[src/rtl/ss_pkg.sv]
// ss_pkg
// Shared definitions for the universal shift register and the wrapper that
// drives it: the 3-bit operation encodings and the mode type.
//
// Ports: none (package).
package ss_pkg;

  typedef logic [2:0] mode_t;

  localparam mode_t MODE_HOLD  = 3'b000;
  localparam mode_t MODE_SHR   = 3'b001;
  localparam mode_t MODE_SHL   = 3'b010;
  localparam mode_t MODE_LOAD  = 3'b011;
  localparam mode_t MODE_ROR   = 3'b100;
  localparam mode_t MODE_ROL   = 3'b101;
  localparam mode_t MODE_CLEAR = 3'b110;
  // 3'b111 is reserved and decodes as HOLD.

endpackage

[src/rtl/ss_shift_counter.sv]
// ss_shift_counter
// Counts shift/rotate operations and pulses word_done on the operation that
// completes a full WIDTH-bit word, wrapping the count back to zero.
//
// Ports:
//   clk        rising-edge clock
//   rst_n      synchronous active-low reset
//   en         clock enable; when low the count holds and word_done is 0
//   inc        one shift/rotate operation this cycle
//   clr        discard the partial count (load or clear); wins over inc
//   shift_cnt  operations since the last clear/reset, 0..WIDTH-1
//   word_done  one-cycle pulse on the edge that completes a word
module ss_shift_counter #(
  parameter int WIDTH = 8,
  parameter int CNT_W = $clog2(WIDTH + 1)
) (
  input  logic             clk,
  input  logic             rst_n,
  input  logic             en,
  input  logic             inc,
  input  logic             clr,
  output logic [CNT_W-1:0] shift_cnt,
  output logic             word_done
);

  localparam logic [CNT_W-1:0] LAST = CNT_W'(WIDTH - 1);

  // word_done defaults low every edge so it can only ever be a single-cycle
  // pulse; reaching WIDTH is never stored, the count wraps straight to 0.
  always_ff @(posedge clk) begin
    if (!rst_n) begin
      shift_cnt <= '0;
      word_done <= 1'b0;
    end else begin
      word_done <= 1'b0;
      if (en) begin
        if (clr) begin
          shift_cnt <= '0;
        end else if (inc) begin
          if (shift_cnt == LAST) begin
            shift_cnt <= '0;
            word_done <= 1'b1;
          end else begin
            shift_cnt <= shift_cnt + 1'b1;
          end
        end
      end
    end
  end

endmodule

[src/rtl/ss_univ_shift_reg.sv]
// ss_univ_shift_reg
// Parametrised universal shift register: shift right/left with serial input,
// parallel load, clear, optional rotate, and a word-completion counter.
// Rotate modes are built only when the macro SS_ROTATE_EN is defined;
// otherwise ROR/ROL decode as HOLD and no rotate logic exists.
//
// Ports:
//   clk        rising-edge clock
//   rst_n      synchronous active-low reset
//   en         clock enable; when low all state holds
//   mode       operation select (see ss_pkg)
//   ser_in     serial data input
//   par_in     parallel load data
//   q          register contents
//   ser_out    bit most recently shifted or rotated out
//   shift_cnt  shift operations since last load, clear or reset
//   word_done  one-cycle pulse when WIDTH operations complete
module ss_univ_shift_reg
  import ss_pkg::*;
#(
  parameter int WIDTH = 8,
  parameter int CNT_W = $clog2(WIDTH + 1)
) (
  input  logic             clk,
  input  logic             rst_n,
  input  logic             en,
  input  mode_t            mode,
  input  logic             ser_in,
  input  logic [WIDTH-1:0] par_in,
  output logic [WIDTH-1:0] q,
  output logic             ser_out,
  output logic [CNT_W-1:0] shift_cnt,
  output logic             word_done
);

  logic [WIDTH-1:0] q_next;
  logic             ser_out_next;
  logic             inc;
  logic             clr;

  // Next-state decode for the datapath plus the counter's inc/clr requests.
  // Reserved and (when rotate is disabled) rotate encodings fall through to
  // the defaults, i.e. HOLD.
  always_comb begin
    q_next       = q;
    ser_out_next = ser_out;
    inc          = 1'b0;
    clr          = 1'b0;
    case (mode)
      MODE_SHR: begin
        q_next       = {ser_in, q[WIDTH-1:1]};
        ser_out_next = q[0];
        inc          = 1'b1;
      end
      MODE_SHL: begin
        q_next       = {q[WIDTH-2:0], ser_in};
        ser_out_next = q[WIDTH-1];
        inc          = 1'b1;
      end
      MODE_LOAD: begin
        q_next = par_in;
        clr    = 1'b1;
      end
`ifdef SS_ROTATE_EN
      MODE_ROR: begin
        q_next       = {q[0], q[WIDTH-1:1]};
        ser_out_next = q[0];
        inc          = 1'b1;
      end
      MODE_ROL: begin
        q_next       = {q[WIDTH-2:0], q[WIDTH-1]};
        ser_out_next = q[WIDTH-1];
        inc          = 1'b1;
      end
`endif
      MODE_CLEAR: begin
        q_next       = '0;
        ser_out_next = 1'b0;
        clr          = 1'b1;
      end
      default: begin
        q_next       = q;
        ser_out_next = ser_out;
      end
    endcase
  end

  always_ff @(posedge clk) begin
    if (!rst_n) begin
      q       <= '0;
      ser_out <= 1'b0;
    end else if (en) begin
      q       <= q_next;
      ser_out <= ser_out_next;
    end
  end

  ss_shift_counter #(
    .WIDTH(WIDTH),
    .CNT_W(CNT_W)
  ) u_counter (
    .clk      (clk),
    .rst_n    (rst_n),
    .en       (en),
    .inc      (inc),
    .clr      (clr),
    .shift_cnt(shift_cnt),
    .word_done(word_done)
  );

endmodule

[config.mk]
export PLATFORM = sky130hd
export DESIGN_NAME = ss_univ_shift_reg
export DESIGN_NICKNAME = d
export VERILOG_FILES = /design/src/rtl/ss_pkg.sv /design/src/rtl/ss_shift_counter.sv /design/src/rtl/ss_univ_shift_reg.sv
export SDC_FILE = /design/constraint.sdc
export NUM_CORES = 1
export LEC_CHECK = 0
export BUFFER_PORTS_ARGS = -buffer_cell sky130_fd_sc_hd__buf_2
export CAP_MARGIN = 20
export CORE_ASPECT_RATIO = 1.2
export CORE_MARGIN = 4
export CORE_UTILIZATION = 35
export CTS_BUF_LIST = sky130_fd_sc_hd__clkbuf_4 sky130_fd_sc_hd__clkbuf_8
export CTS_CLUSTER_DIAMETER = 50
export DETAILED_ROUTE_END_ITERATION = 8
export GPL_TIMING_DRIVEN = 0
export PLACE_DENSITY = 0.66
export SKIP_CTS_REPAIR_TIMING = 1
export SLEW_MARGIN = 20
export SYNTH_ARGS = -nofsm -noshare
export SYNTH_HDL_FRONTEND = slang
export SYNTH_HIERARCHICAL = 1
export SYNTH_SLANG_ARGS = --single-unit
[constraint.sdc]
create_clock -name clk -period 4.4 [get_ports clk]
set_clock_uncertainty 0.1 [all_clocks]
set_input_delay 0.44 -clock clk [delete_from_list [all_inputs] [get_ports clk]]
set_output_delay 0.44 -clock clk [all_outputs]
set_load 0.02 [all_outputs]
# Yosys cells after proc, flatten, opt, wreduce, memory -nomap -nowiden
# Cells that the tools add are included.
# word_totals
in_bits,15
ramBits,0
word_cells,30
romBits,0
output_inout_bits,14
register_bits,14
latch_bits,0
mem_count,0
# op_classes
n_reduce_logical,9
n_bitwise,3
n_eq_ne,5
magnitude_cmp,0
n_div,0
addsub,1
shift,0
n_mux,8
mul,0
# op_table
cell,n
case mux 8 bit (4 select lines),1
2-to-1 mux 4 bit,3
equality test 3 x 2 -> 1 bit (second input constant),2
AND reduction 2 bit,3
adder 4 x 1 -> 4 bit (second input constant),1
equality test 4 x 3 -> 1 bit (second input constant),1
nonzero test 4 bit,1
OR reduction 2 bit,2
OR reduction 4 bit,1
equality test 3 x 1 -> 1 bit (second input constant),1
equality test 3 bit (second input constant),1
2-to-1 mux 1 bit,3
inverter 1 bit,3
case mux 1 bit (3 select lines),1
nonzero test 3 bit,1
nonzero test 2 bit,1

# Logic depth before layout (Yosys ltp)
# logic_depth
depth_word,5
ltp_mapped,7
depth_no_buf,5

# By module
# Netlist, hierarchy kept.
# by_module_without_submodules
mod,area_per_inst_um2,n_inst,cells_per_inst
ss_univ_shift_reg,621.8,1,63
ss_shift_counter,241.5,1,28

# Worst setup path before layout
# Ideal clock, no wire load.
# synth_timing
path_type,input-to-reg
start,input mode[0]
end,register u_counter.shift_cnt[2]
path_buffers,2
arrival_ps,1565
slack_ps,2666
stages,7
cell_sequence,buf_6 > buf_6 > xnor2_1 > nor2_1 > nand2_1 > or4_1 > a21oi_1
# synth_via
elab_chain_len,5
# synth_rtl
item,line_no,source
start: declaration,ss_univ_shift_reg.sv:27,"input mode_t mode,"
equality test 3 x 2 -> 1 bit or equality test 3 x 1 -> 1 bit (tied branches),ss_univ_shift_reg.sv:49,case (mode)
OR reduction 2 bit (no line) (*),n/a,
2-to-1 mux 1 bit (*),ss_univ_shift_reg.sv:49,
via inc,ss_univ_shift_reg.sv:38,logic inc;
nonzero test 2 bit (no line) (*),n/a,
AND reduction 2 bit (no line) (*),n/a,
end signal: assignment,ss_shift_counter.sv:44,shift_cnt <= shift_cnt + 1'b1;
end: declaration,ss_shift_counter.sv:22,"output logic [CNT_W-1:0] shift_cnt,"
# The timed path passes the listed nets; every way through them passes the cells marked *.
# A chain may end at the register's enable or synchronous reset.

# Worst setup path in the final report
# layout_timing
start,input mode[1]
end,register u_counter.shift_cnt[2]
# Same word-level chain as after synthesis.

==> impl_metrics.py <==
metrics = {
    "logic_synthesis": {
        "synth_nets": 107,
        "synthArstFlopShare_pct": 0,
        "synth_top_cell_by_area": "dfxtp_1",
        "syn-cell-area_um2": 863.3,
        "ys_types": 31,
        "yosysSeqAreaShare_pct": 32.46,
        "synth.area.top_cells": "dfxtp_1, mux2i_1, o211a_1",
        "synthFlopType": "dfxtp_1",
        "synth_edf_count": 0,
        "avgSynthCellArea_um2": 9.487,
        "synth_warnings": 6,
        "synthDominantCellAreaShare_pct": 32.46,
        "netlist_instances": 91,
        "ys_ff_latch": 14,
    },
    "route": {
        "ant_nets": 0,
        "drt_iter0_markers": 7,
        "wl_um": 2097,
        "wl_per_cell_um": 13.71,
        "vias_per_cell": 5.327,
        "drt_pass1_iterations": 4,
        "dr_total_vias": 815,
        "post-route-drc-count": 0,
    },
    "power_and_ir_drop": {
        "swShare_pct": 29.65,
        "p_int_w": 0.0002143,
        "net-switching-power_w": 0.00009032,
        "p_leak_nw": 0.5269,
        "vdd_drop_max_mv": 0.2197,
        "combPwrFrac_pct": 22.3,
        "cellPowerDensity_nw_per_um2": 283.8,
        "pwr-share-clk_pct": 31.9,
        "seqPwrFrac_pct": 45.8,
    },
    "critical_path": {
        "critical_path_depth": 7,
        "crit_arrival_ns": 1.68,
        "slowest_delay_ns": 0.39,
        "cp_num_buf_inv": 2,
        "startpoint_type": "input port",
        "crit_fanout": 10,
        "r2r_cells": 4,
        "path_class": "input port to flop",
        "cp_top_family": "simple AND/OR/NAND/NOR gates",
        "crit_required_ns": 4.54,
        "end_kind": "flop",
        "critPathSlowestCell": "or4_1",
        "worstPathCellList": "buf_2 > buf_4 > xnor2_1 > nor2_1 > nand2_1 > or4_1 > a21oi_1",
    },
    "cells_and_area": {
        "multi_input_area_um2": 538.0,
        "nets": 139,
        "regArea_um2": 280.3,
        "fill_cells": 262,
        "antenna_cells": 0,
        "area_delta_synth_final_pct": 24.35,
        "drive_gt1_share_pct": 31.15,
        "design_area_um2": 1074,
        "utilization_pct": 46.08,
    },
    "global_route": {
        "grt_max_degree": 12,
        "grt_pass1_vias": 838,
        "grt_use_total_pct": 14.21,
        "grt_overflow_total": 0,
        "antenna_found_initial": 0,
        "grt_pass1_wl_um": 3567,
    },
    "sta": {
        "finalHoldViolations": 0,
        "slew_violations": 0,
        "tightestPinTransition_ns": 0.4485,
        "setup_viol": 0,
        "finalCriticalPeriod_ns": 1.543,
        "rsz0062_at_grt": "false",
        "tns_ns": 0,
        "fin_crit_sh_pct": 35.06,
        "fmax_ghz": 0.6482,
        "maxSlewHeadroom_pct": 70.10,
    },
    "floorplanning": {
        "die_height_um": 62.41,
        "start_util_pct": 37.06,
        "core_um2": 2330,
        "die_area_um2": 3329,
        "row_count": 19,
        "top_level_ports": 29,
        "dieWidth_um": 53.34,
    },
    "worst_hold_path": {
        "holdPathStages": 3,
        "min_path_type": "input port to flop",
    },
    "clocking": {
        "clk_latency_ns": 0.30,
        "cts_tree": "done",
        "cts_buffers": 3,
        "clk_pin_slew_ns": 0.09,
        "cts.sinks": 14,
        "clk_root_buffer_cell": "clkbuf_4",
        "max-clock-path-buffers": 2,
        "h-tree-depth": 1,
    },
    "flow_run": {
        "cap_violations": 0,
    },
    "placed_design": {
        "dpl_cell_area_um2": 1037,
        "finalWeightedCongestion": 0.7253,
        "dp_hpwl_um": 1580,
        "numPortBuffers": 27,
    },
    "run_status": {
        "outcome": "complete, no violations",
    },
}
==> worst reg2reg max path: stages (launching register included) <==
cell     delay, ns
dfxtp_1       0.40
ha_1          0.21
nand2_1       0.05
or4_1         0.39
a21oi_1       0.14
==> power by group through the flow <==
stage           logic, W  clock network, W  registers, W
2_1_floorplan  0.0000383                 0      0.000149
3_3_place_gp   0.0000677                 0      0.000142
3_5_place_dp   0.0000687                 0      0.000142
4_1_cts        0.0000687          0.000103      0.000140
5_1_grt        0.0000757          0.000107      0.000141
6_report       0.0000678         0.0000973      0.000139
==> Yosys cell counts, drive strengths merged (2+ instances only) <==
master and n:
o2111a 2, nand3 4, mux2i 8, o21ai 3, nor2b 8, buf 4, dfxtp 14, xnor2 2
nand2b 4, a21oi 3, o221ai 6, a211oi 2, nand2 3, nand3b 4, inv 3, o211a 6
nor2 4
==> state kept, by name, indices dropped and copies added, names as in the netlist <==
| signal | flops |
|---|---|
| u_counter/shift_cnt | 4 |
| u_counter/word_done | 1 |
| q | 8 |
| ser_out | 1 |
==> metal layers <==
| layer | wire length, um | part of all wire [%] | track usage [%] |
|---|---|---|---|
| met1 | 849 | 40 | 16.03 |
| met2 | 1056 | 50 | 23.77 |
| met3 | 150 | 7.2 | 3.819 |
| met4 | 41 | 2.0 | 6.709 |
| met5 | 0 | 0 | 0 |
==> cells in the final DEF (no fill, tap or decap) <==
cell / Yosys / final
nor2_1: 4 / 4
o21ai_0: 3 / 3
a22oi_1: 1 / 1
buf_4: 1 / 1
nand3b_1: 4 / 4
o211a_1: 6 / 6
nor3_1: 1 / 1
dfxtp_1: 14 / 14
and3_1: 1 / 1
a22o_1: 1 / 1
o221ai_1: 6 / 6
a211oi_1: 2 / 2
o21a_4: 1 / 1
clkbuf_4: 0 / 3
inv_1: 3 / 3
or4_1: 1 / 1
nor2b_1: 7 / 7
nand2b_1: 4 / 4
a21boi_4: 1 / 1
nand4b_1: 1 / 1
xnor2_1: 2 / 2
buf_1: 1 / 1
buf_6: 2 / 2
and3b_2: 1 / 1
mux2i_1: 8 / 8
clkbuf_8: 0 / 1
a21oi_1: 3 / 3
buf_2: 0 / 27
o2111a_1: 2 / 2
a31oi_1: 1 / 1
ha_1: 1 / 1
nor2b_2: 1 / 1
nand2_1: 3 / 3
nand3_1: 4 / 4
==> per-stage QoR <==
| stage | power (W) | hold WS [ns] | cells | worst slack [ns] |
|---|---|---|---|---|
| 6_report | 0.0003046 | 0.3448 | 153 | 2.857 |
| 5_1_grt | 0.0003236 | 0.3742 | 153 | 2.739 |
| 4_1_cts | 0.0003109 | 0.3413 | 153 | 2.866 |
| 3_5_place_dp | 0.0002112 | 0.3935 | 149 | 2.538 |
| 3_3_place_gp | 0.0002099 | 0.3854 | 149 | 2.550 |
| 2_1_floorplan | 0.0001876 | 0.4345 | 91 | 2.666 |
==> final timing paths <==
check | slack (ns) | startpoint | endpoint
worst min register to register | 0.41 | u_counter/shift_cnt[0] | u_counter/shift_cnt[0]
worst min-delay path | 0.34 | rst_n | u_counter/shift_cnt[1]
worst max-delay path | 2.86 | mode[1] | u_counter/shift_cnt[2]
worst max register to register | 3.06 | u_counter/shift_cnt[0] | u_counter/shift_cnt[2]
==> cells by family (layout without fill, tap and decap cells) <==
logic type | after synthesis | in the layout | share of synthesized area (%)
AOI/OAI and AO/OA | 27 | 27 | 27.39
buffers and inverters | 7 | 38 | 5.217
xor gates and xnor gates | 2 | 2 | 2.029
adders and majority gates | 1 | 1 | 1.449
and+or+nand+nor | 32 | 32 | 22.17
DFF | 14 | 14 | 32.46
muxes | 8 | 8 | 9.276
==> cell type report <==
cell class / instances / area share (%)
Buffer: 4 / 3.147
Clock buffer: 4 / 3.380
Sequential cell: 14 / 26.11
Timing Repair Buffer: 27 / 12.59
Multi-Input combinational cell: 70 / 50.12
Tap cell: 31 / 3.613
Inverter: 3 / 1.049
Note: power is estimated with default switching activity, not from simulation.
